**src/rtl/alu_pkg.sv**
```systemverilog
// Shared opcode, flag-index and FSM-state definitions for the sequenced ALU.
package alu_pkg;

  typedef enum logic [3:0] {
    OP_ADD = 4'd0,
    OP_SUB = 4'd1,
    OP_AND = 4'd2,
    OP_OR  = 4'd3,
    OP_XOR = 4'd4,
    OP_SHL = 4'd5,
    OP_SHR = 4'd6,
    OP_MUL = 4'd7
  } opcode_e;

  localparam int FLAG_C = 3;
  localparam int FLAG_N = 2;
  localparam int FLAG_Z = 1;
  localparam int FLAG_E = 0;

  typedef enum logic [1:0] {
    S_IDLE = 2'd0,
    S_EXEC = 2'd1,
    S_DONE = 2'd2
  } state_e;

  function automatic logic is_shift(input logic [3:0] op);
    return (op == OP_SHL) || (op == OP_SHR);
  endfunction

endpackage

```
**src/rtl/alu_iter_unit.sv**
```systemverilog
// Multi-cycle datapath: one-bit-per-cycle shifter and LSB-first shift-add multiplier.
// o_done and the o_* results describe the step taken on the coming clock edge.
module alu_iter_unit
  import alu_pkg::*;
#(
  parameter  int WIDTH = 8,
  localparam int SHW   = $clog2(WIDTH),
  localparam int CW    = SHW + 1
) (
  input  logic             clk,
  input  logic             rst_n,
  input  logic             i_load,
  input  logic [3:0]       i_op,
  input  logic [WIDTH-1:0] i_a,
  input  logic [WIDTH-1:0] i_b,
  output logic             o_done,
  output logic [WIDTH-1:0] o_lo,
  output logic [WIDTH-1:0] o_hi,
  output logic             o_carry
);

  logic                 r_mul;
  logic                 r_shr;
  logic [CW-1:0]        r_count;
  logic [2*WIDTH-1:0]   r_acc;
  logic [2*WIDTH-1:0]   r_mcand;
  logic [WIDTH-1:0]     r_mplier;
  logic [WIDTH-1:0]     r_sh;

  logic [2*WIDTH-1:0]   w_acc_nxt;
  logic [WIDTH-1:0]     w_sh_nxt;

  always_comb begin
    w_acc_nxt = r_mplier[0] ? (r_acc + r_mcand) : r_acc;
    w_sh_nxt  = r_shr ? {1'b0, r_sh[WIDTH-1:1]} : {r_sh[WIDTH-2:0], 1'b0};
  end

  assign o_done  = (r_count == CW'(1));
  assign o_lo    = r_mul ? w_acc_nxt[WIDTH-1:0] : w_sh_nxt;
  assign o_hi    = r_mul ? w_acc_nxt[2*WIDTH-1:WIDTH] : '0;
  assign o_carry = r_shr ? r_sh[0] : r_sh[WIDTH-1];

  always_ff @(posedge clk) begin
    if (!rst_n) begin
      r_mul    <= 1'b0;
      r_shr    <= 1'b0;
      r_count  <= '0;
      r_acc    <= '0;
      r_mcand  <= '0;
      r_mplier <= '0;
      r_sh     <= '0;
    end else if (i_load) begin
      r_mul    <= (i_op == OP_MUL);
      r_shr    <= (i_op == OP_SHR);
      r_count  <= (i_op == OP_MUL) ? CW'(WIDTH) : {1'b0, i_b[SHW-1:0]};
      r_acc    <= '0;
      r_mcand  <= {{WIDTH{1'b0}}, i_a};
      r_mplier <= i_b;
      r_sh     <= i_a;
    end else if (r_count != '0) begin
      // Both datapaths step together; only the one selected by r_mul is reported.
      r_count  <= r_count - CW'(1);
      r_acc    <= w_acc_nxt;
      r_mcand  <= {r_mcand[2*WIDTH-2:0], 1'b0};
      r_mplier <= {1'b0, r_mplier[WIDTH-1:1]};
      r_sh     <= w_sh_nxt;
    end
  end

endmodule

```
**src/rtl/alu_seq.sv**
```systemverilog
// Handshaked ALU: single-cycle ops and all flag generation here, shifts/multiply
// delegated to alu_iter_unit. Result registers hold until the consumer takes them.
module alu_seq
  import alu_pkg::*;
#(
  parameter  int WIDTH = 8,
  localparam int SHW   = $clog2(WIDTH)
) (
  input  logic             clk,
  input  logic             rst_n,
  input  logic             in_valid,
  output logic             in_ready,
  input  logic [3:0]       opcode,
  input  logic [WIDTH-1:0] a,
  input  logic [WIDTH-1:0] b,
  output logic             out_valid,
  input  logic             out_ready,
  output logic [WIDTH-1:0] out,
  output logic [WIDTH-1:0] out_hi,
  output logic [3:0]       flag
);

  state_e           r_state;
  logic             r_in_ready;
  logic             r_out_valid;
  logic [3:0]       r_op;
  logic [WIDTH-1:0] r_out;
  logic [WIDTH-1:0] r_out_hi;
  logic [3:0]       r_flag;

  state_e           w_state_nxt;
  logic             w_accept;
  logic             w_iter_start;
  logic [WIDTH:0]   w_sum;
  logic [WIDTH:0]   w_diff;
  logic [WIDTH-1:0] w_sc_res;
  logic [3:0]       w_sc_flag;
  logic             w_it_done;
  logic [WIDTH-1:0] w_it_lo;
  logic [WIDTH-1:0] w_it_hi;
  logic             w_it_cout;
  logic [3:0]       w_it_flag;

  // in_ready is a registered copy of "next state is IDLE", so it stays low while in reset.
  assign w_accept     = (r_state == S_IDLE) && r_in_ready && in_valid;
  assign w_iter_start = w_accept &&
                        ((opcode == OP_MUL) || (is_shift(opcode) && (b[SHW-1:0] != '0)));

  always_comb begin
    w_sum     = {1'b0, a} + {1'b0, b};
    w_diff    = {1'b0, a} - {1'b0, b};
    w_sc_res  = '0;
    w_sc_flag = '0;
    case (opcode)
      OP_ADD: begin
        w_sc_res          = w_sum[WIDTH-1:0];
        w_sc_flag[FLAG_C] = w_sum[WIDTH];
      end
      OP_SUB: begin
        w_sc_res          = w_diff[WIDTH-1:0];
        w_sc_flag[FLAG_C] = w_diff[WIDTH];
      end
      OP_AND:         w_sc_res = a & b;
      OP_OR:          w_sc_res = a | b;
      OP_XOR:         w_sc_res = a ^ b;
      OP_SHL, OP_SHR: w_sc_res = a;
      OP_MUL:         w_sc_res = '0;
      default:        w_sc_flag[FLAG_E] = 1'b1;
    endcase
    w_sc_flag[FLAG_N] = w_sc_res[WIDTH-1];
    w_sc_flag[FLAG_Z] = (w_sc_res == '0);
  end

  always_comb begin
    w_it_flag         = '0;
    w_it_flag[FLAG_C] = (r_op == OP_MUL) ? (w_it_hi != '0) : w_it_cout;
    w_it_flag[FLAG_N] = w_it_lo[WIDTH-1];
    w_it_flag[FLAG_Z] = ({w_it_hi, w_it_lo} == '0);
  end

  always_comb begin
    w_state_nxt = r_state;
    case (r_state)
      S_IDLE:  if (w_accept) w_state_nxt = w_iter_start ? S_EXEC : S_DONE;
      S_EXEC:  if (w_it_done) w_state_nxt = S_DONE;
      S_DONE:  if (out_ready) w_state_nxt = S_IDLE;
      default: w_state_nxt = S_IDLE;
    endcase
  end

  always_ff @(posedge clk) begin
    if (!rst_n) begin
      r_state     <= S_IDLE;
      r_in_ready  <= 1'b0;
      r_out_valid <= 1'b0;
      r_op        <= '0;
      r_out       <= '0;
      r_out_hi    <= '0;
      r_flag      <= '0;
    end else begin
      r_state     <= w_state_nxt;
      r_in_ready  <= (w_state_nxt == S_IDLE);
      r_out_valid <= (w_state_nxt == S_DONE);
      if (w_accept) begin
        r_op <= opcode;
        if (!w_iter_start) begin
          r_out    <= w_sc_res;
          r_out_hi <= '0;
          r_flag   <= w_sc_flag;
        end
      end else if ((r_state == S_EXEC) && w_it_done) begin
        r_out    <= w_it_lo;
        r_out_hi <= w_it_hi;
        r_flag   <= w_it_flag;
      end
    end
  end

  alu_iter_unit #(.WIDTH(WIDTH)) u_iter (
    .clk     (clk),
    .rst_n   (rst_n),
    .i_load  (w_iter_start),
    .i_op    (opcode),
    .i_a     (a),
    .i_b     (b),
    .o_done  (w_it_done),
    .o_lo    (w_it_lo),
    .o_hi    (w_it_hi),
    .o_carry (w_it_cout)
  );

  assign in_ready  = r_in_ready;
  assign out_valid = r_out_valid;
  assign out       = r_out;
  assign out_hi    = r_out_hi;
  assign flag      = r_flag;

endmodule

```
**config.mk**
```make
export PLATFORM = sky130hd
export DESIGN_NAME = alu_seq
export DESIGN_NICKNAME = d
export VERILOG_FILES = /design/src/rtl/alu_pkg.sv /design/src/rtl/alu_iter_unit.sv /design/src/rtl/alu_seq.sv
export SDC_FILE = /design/constraint.sdc
export NUM_CORES = 1
export LEC_CHECK = 0
export ABC_AREA = 1
export CAP_MARGIN = 10
export CORE_MARGIN = 2
export CORE_UTILIZATION = 50
export CTS_CLUSTER_SIZE = 12
export DETAILED_ROUTE_END_ITERATION = 8
export PLACE_DENSITY = 0.7
export SETUP_SLACK_MARGIN = 0.4
export SYNTH_ARGS = -nofsm -noshare
export SYNTH_HDL_FRONTEND = slang
export SYNTH_SLANG_ARGS = --single-unit
```
**constraint.sdc**
```tcl
create_clock -name clk -period 4.26 [get_ports clk]
set_input_delay 0.852 -clock clk [delete_from_list [all_inputs] [get_ports clk]]
set_output_delay 0.852 -clock clk [all_outputs]
set_load 0.05 [all_outputs]
```
* After elaboration in Yosys (flattened, before gate mapping)
Cells that the tools add are included.
** Storage, ports and cells
- Register bits after elaboration :: 82
- Bits in writable memories :: 0
- Bits in latches :: 0
- Memory bits (read-only) :: 0
- Memories kept :: 0
** Cells by class
- $add $sub $neg :: 4
- Div/mod/pow operators :: 0
- Multipliers :: 0
- $lt $le $gt $ge :: 0
- Mux-type cells :: 32
- Bitwise operators :: 4
- Equality and inequality tests :: 13
- Reduce and logical (&&, ||, !) cells :: 21
- Shift operators :: 0
** Operators by type and width (count)
- $mux 8 :: 15
- $pmux 8 s6 :: 1
- $mux 4 :: 6
- $eq 4x3->1 const B :: 5
- $add 16x16->16 :: 1
- $logic_not 16->1 :: 1
- $mux 16 :: 1
- $add 8x8->9 :: 1
- $sub 8x8->9 :: 1
- $and 8x8->8 :: 1
- $eq 4x1->1 const B :: 2
- $eq 4x2->1 const B :: 2
- $logic_not 8->1 :: 1
- $mux 2 :: 4
- $or 8x8->8 :: 1
- $reduce_bool 8->1 :: 1
- $reduce_or 8->1 :: 1
- $xor 8x8->8 :: 1
- $pmux 2 s3 :: 1
- $logic_and 1x1->1 :: 5
- $eq 2x2->1 const B :: 2
- $logic_not 2->1 :: 2
- $logic_not 4->1 :: 1
- $reduce_bool 2->1 :: 2
- 11 further kinds :: 15

* Logic depth before layout (Yosys ltp)
- Depth after elaboration :: 9
- Mapped depth :: 18

* Hierarchy
A second synthesis with hierarchy kept.
** Unflattened totals
- Cell total of the unflattened synthesis :: 946
- Area, all modules :: 5967.0 um^2
** By module, submodules not included
- alu_iter_unit :: area an instance 3519.6 um^2, seq. area each 1081.0 um^2, instances 1, cells an instance 543
- alu_seq :: area an instance 2447.3 um^2, seq. area each 540.5 um^2, instances 1, cells an instance 403

* Worst setup path after synthesis
OpenSTA, ideal clock, no wires.
- Kind :: input-to-reg
- Start :: in a[2]
- End :: reg r_flag[1], in the netlist flag[1]
- Slack :: 1.836 ns
- Stages :: 14
- Library setup time :: 0.056 ns
- Data arrival time :: 2.368 ns
- Required time :: 4.204 ns
- Cells stage by stage :: inv_1 > ha_1 > inv_2 > nand3_1 > nand3_1 > a21oi_1 > or2_2 > nand3_1 > nand3_1 > nor2_1 > nand4_1 > nand3_1 > nand2_1 > inv_1
** Between the ends
- Longest elaborated chain between the ends :: 5
** RTL lines
- from (decl) :: line alu_seq.sv:14 : input logic [WIDTH-1:0] a,
- $sub 8x8->9, or another cell as far along :: line alu_seq.sv:51 : w_diff = {1'b0, a} - {1'b0, b};
- $pmux 8 s6 (*) :: line alu_seq.sv:54 : case (opcode)
- $logic_not 8->1 (*) :: line alu_seq.sv:71 : w_sc_flag[FLAG_Z] = (w_sc_res == '0);
- $mux 4 (*) :: line alu_seq.sv:106 : if (!w_iter_start) begin
- $mux 4 (*) :: line alu_seq.sv:104 : if (w_accept) begin
- to (signal assigned) :: line alu_seq.sv:109 : r_flag <= w_sc_flag;
- to (signal assigned) :: line alu_seq.sv:114 : r_flag <= w_it_flag;
- to (decl) :: line alu_seq.sv:29 : logic [3:0] r_flag;
Every way passes the cells marked *; elsewhere a longest branch is shown, timed or not. The select of a mux whose other input is x is not followed.
A chain may end at the register's enable or synchronous reset.

* Final worst setup path
- Start :: in a[2]
- End :: reg r_out[5], in the netlist out[5]
** Between the ends
- Longest elaborated chain between the ends :: 4
** RTL lines
- $sub 8x8->9 or $add 8x8->9 (tied branches) :: line alu_seq.sv:51, alu_seq.sv:50
- $pmux 8 s6 (*) :: line alu_seq.sv:54
- $mux 8 (*) :: line alu_seq.sv:106
- $mux 8 (*) :: line alu_seq.sv:104
- to (signal assigned) :: line alu_seq.sv:107 : r_out <= w_sc_res;
- to (signal assigned) :: line alu_seq.sv:112 : r_out <= w_it_lo;
- to (decl) :: line alu_seq.sv:27 : logic [WIDTH-1:0] r_out;
Marks and branches as above.

==> metrics.txt <==
run status=completed; measured slew at the worst slew-check pin=0.925 ns; number of DRC violations after detailed routing=0; Arrival @ worst endpoint=3.28 ns; first-pass iteration count of the detailed router=5; critical path type=in -> reg; final period demand of the worst path=between 3 and 4 ns; floorplan die height=~110 um; width of the chip=between 100 and 150 um; global-route wire length before repair=~27000 um; net count of the finished layout=~1000; Final Skew=around 0.012 ns; remaining max-slew budget at the tightest pin=0.382; clock transition time at the flip-flop clock pins of the worst setup and hold paths=0.07 ns; ratio of routed vias to standard cells=5.38; final RePlAce weighted congestion=0.950; most area-hungry cell type in the Yosys netlist=sky130_fd_sc_hd__dfxtp_1; area enclosed by the die boundary=approximately 0.013 mm^2; unrepaired setup endpoints after global routing=no; most frequent CP cell=sky130_fd_sc_hd__nand3_1; Core Box Area=0.0115 mm^2; classification of the worst-slack hold path=reg -> reg; clock tree root buffer cell=sky130_fd_sc_hd__clkbuf_16; number of placement rows=39; post-route cell area=approximately 0.0067 mm^2; startpoint type of the worst setup path=input pin; Worst EP required=roughly 4.5 ns; synthesized netlist cell count=about 920; leading post-synthesis cells by cell area=sky130_fd_sc_hd__dfxtp_1 28%, sky130_fd_sc_hd__nand2_1 17%, sky130_fd_sc_hd__ha_1 9.4%; placed standard-cell area=about 0.0064 mm^2; buffer count from post-CTS setup fixing=0; quantity of I/O buffers inserted on ports=between 40 and 50; highest clock frequency the design can meet=328 MHz; antenna diode instance count=0; warning count from the yosys run=0; Min Hold Slack=0.457 ns; vias post-DR=around 6000; number of enable flip-flop cells after synthesis=0; Initial Utilization=0.513; setup total negative slack=0 ns; hold-fix buffers at CTS=0; number of antenna violations at the first check in global routing=0; static power due to leakage=3.21 nW; layout cells sized above 1=0.0601; I/O pins=46; Bufs on Longest Clock Path=2; syn_area_per_cell=around 6.4 um^2; number of slew-limit violations in the final report=0; post-synth top area share=0.276; Final Setup Violations=0; maximum number of pins on one net before global-route repair=40; GR Util All Layers=0.265; Num CTS Buffers=9; worst ir drop on vdd=561 uV; cell area after synthesis=approximately 0.0059 mm^2; Largest stage delay, worst path=between 0.5 and 0.6 ns; endpoints failing hold=0; Clock Latency Late Sink=0.34 ns; number of global-route vias before repair=approximately 5400; cells along the critical path=clkdlybuf4s50_1 > inv_1 > ha_1 > inv_2 > nand3_1 > nand3_1 > a21oi_1 > or2_2 > nand3_1 > nand3_1 > nand2_1 > o21ai_0 > o21bai_1 > inv_1; number of sinks driven by the clock tree=81; Area growth, synth to finish=14.0%; DR iter-0 viols=roughly 560; gr ovfl total=0; antenna viol nets, final=0; most frequently used flop master after synthesis=sky130_fd_sc_hd__dfxtp_1; hpwl dp=around 12000 um; share of flip-flops with an asynchronous set or reset=0; synthesized flop and latch total=81; total number of H-tree levels=3; highest-delay cell along the critical path=sky130_fd_sc_hd__clkdlybuf4s50_1; total nets after synthesis=986; number of cells upsized or downsized after cts=0; clock tree from TritonCTS=yes; final routed wirelength across all metal layers=16400 um; critical path fanouts, max=7; sequential-to-total area share from yosys stat=0.276; count of distinct cell types in the synthesized netlist=49; category of the worst setup path capture point=register; total power divided by cell area=between 400 and 500 mW/mm^2; per-cell routed wire length=between 15 and 20 um; Max-Cap Viols=0; final worst-path cycle share=0.717
power breakdown:
part           switching, mW  internal [mW]
registers             0.0757          0.860
logic                  0.808          0.366
clock network          0.339          0.524
total                   1.22           1.75
cell type report:
type | instances | area (um^2)
multi-input cells | 656 | 3540
repair buffers | 50 | 488
flip-flops and latches | 81 | 1620
clock inverters | 7 | 105
clock buffers | 9 | 225
well taps | 143 | 179
fillers | 1113 | 4760
inverters | 146 | 553
final timing paths:
kind                                   from              endpoint  slack (ns)  cells after the start
max                                    a[2]   out[5]$_SDFFE_PN0P_        1.21                     14
min                    r_op[2]$_SDFFE_PN0P_  r_op[2]$_SDFFE_PN0P_        0.46                      2
max reg2reg  u_iter.r_mcand[0]$_SDFFE_PN0P_  flag[3]$_SDFFE_PN0P_        1.75                     18
min reg2reg            r_op[2]$_SDFFE_PN0P_  r_op[2]$_SDFFE_PN0P_        0.46                      2
placed cells by master (no fill, tap or decap), drive strengths merged, types with 42 or more instances in the layout:
master	count
inv	150
ha	44
nand3	66
clkdlybuf4s50	45
a21oi	64
nand2	273
o21ai	70
nor2	42
dfxtp	81
sequential cells by signal, indices dropped and copies added (netlist names):
name,flops
out,7
r_state,2
flag,4
u_iter.r_count,4
u_iter.r_mcand,16
u_iter.r_acc,16
r_op,4
out_valid,1
in_ready,1
u_iter.r_mul,1
u_iter.r_sh,8
out_hi,8
u_iter.r_mplier,8
u_iter.r_shr,1
per-layer routing:
metal / part of all wire / global-route usage / up-vias / wire [um]
met5: 0 / 0 / - / 0
met4: 0.014 / 0.0610 / 0 / 229
met3: 0.076 / 0.0459 / 24 / 1240
met2: 0.41 / 0.394 / 227 / 6780
met1: 0.50 / 0.401 / 2600 / 8130
li1: - / - / 3023 / -
cell families after synthesis:
| family | Yosys count | share of synthesized area |
|---|---|---|
| mux | 2 | 0.00340 |
| flops | 81 | 0.276 |
| simple gates | 416 | 0.306 |
| fa+ha+maj | 47 | 0.104 |
| buf+inv | 178 | 0.123 |
| compound gates | 183 | 0.176 |
| xor+xnor | 8 | 0.0119 |
synth_stat cells (all sizes together) (10+ instances only):
library cell and instances:
a31oi 13, nand3 66, nor2 42, inv 146, o22ai 12, or2 10, buf 13, clkbuf 19
a21oi 64, o21ai 70, nand2 273, ha 44, nand4 13, dfxtp 81
per-stage QoR:
step | utilization | setup WS [ns] | power (mW) | std cells
2_1_floorplan | - | 1.84 | 1.82 | 915
3_3_place_gp | 0.556 | 0.879 | 2.09 | 1076
3_5_place_dp | 0.556 | 0.896 | 2.10 | 1076
4_1_cts | 0.585 | 1.23 | 2.96 | 1092
5_1_grt | 0.585 | 1.00 | 3.16 | 1092
6_report | 0.585 | 1.21 | 2.97 | 1092
critical path: cells and delay by family:
kind | cells | cell delay [ns]
simple gates | 6 | 0.84
fa+ha+maj | 1 | 0.39
buf+inv | 4 | 0.88
compound gates | 3 | 0.33
Power figures use the tool's default switching activity.
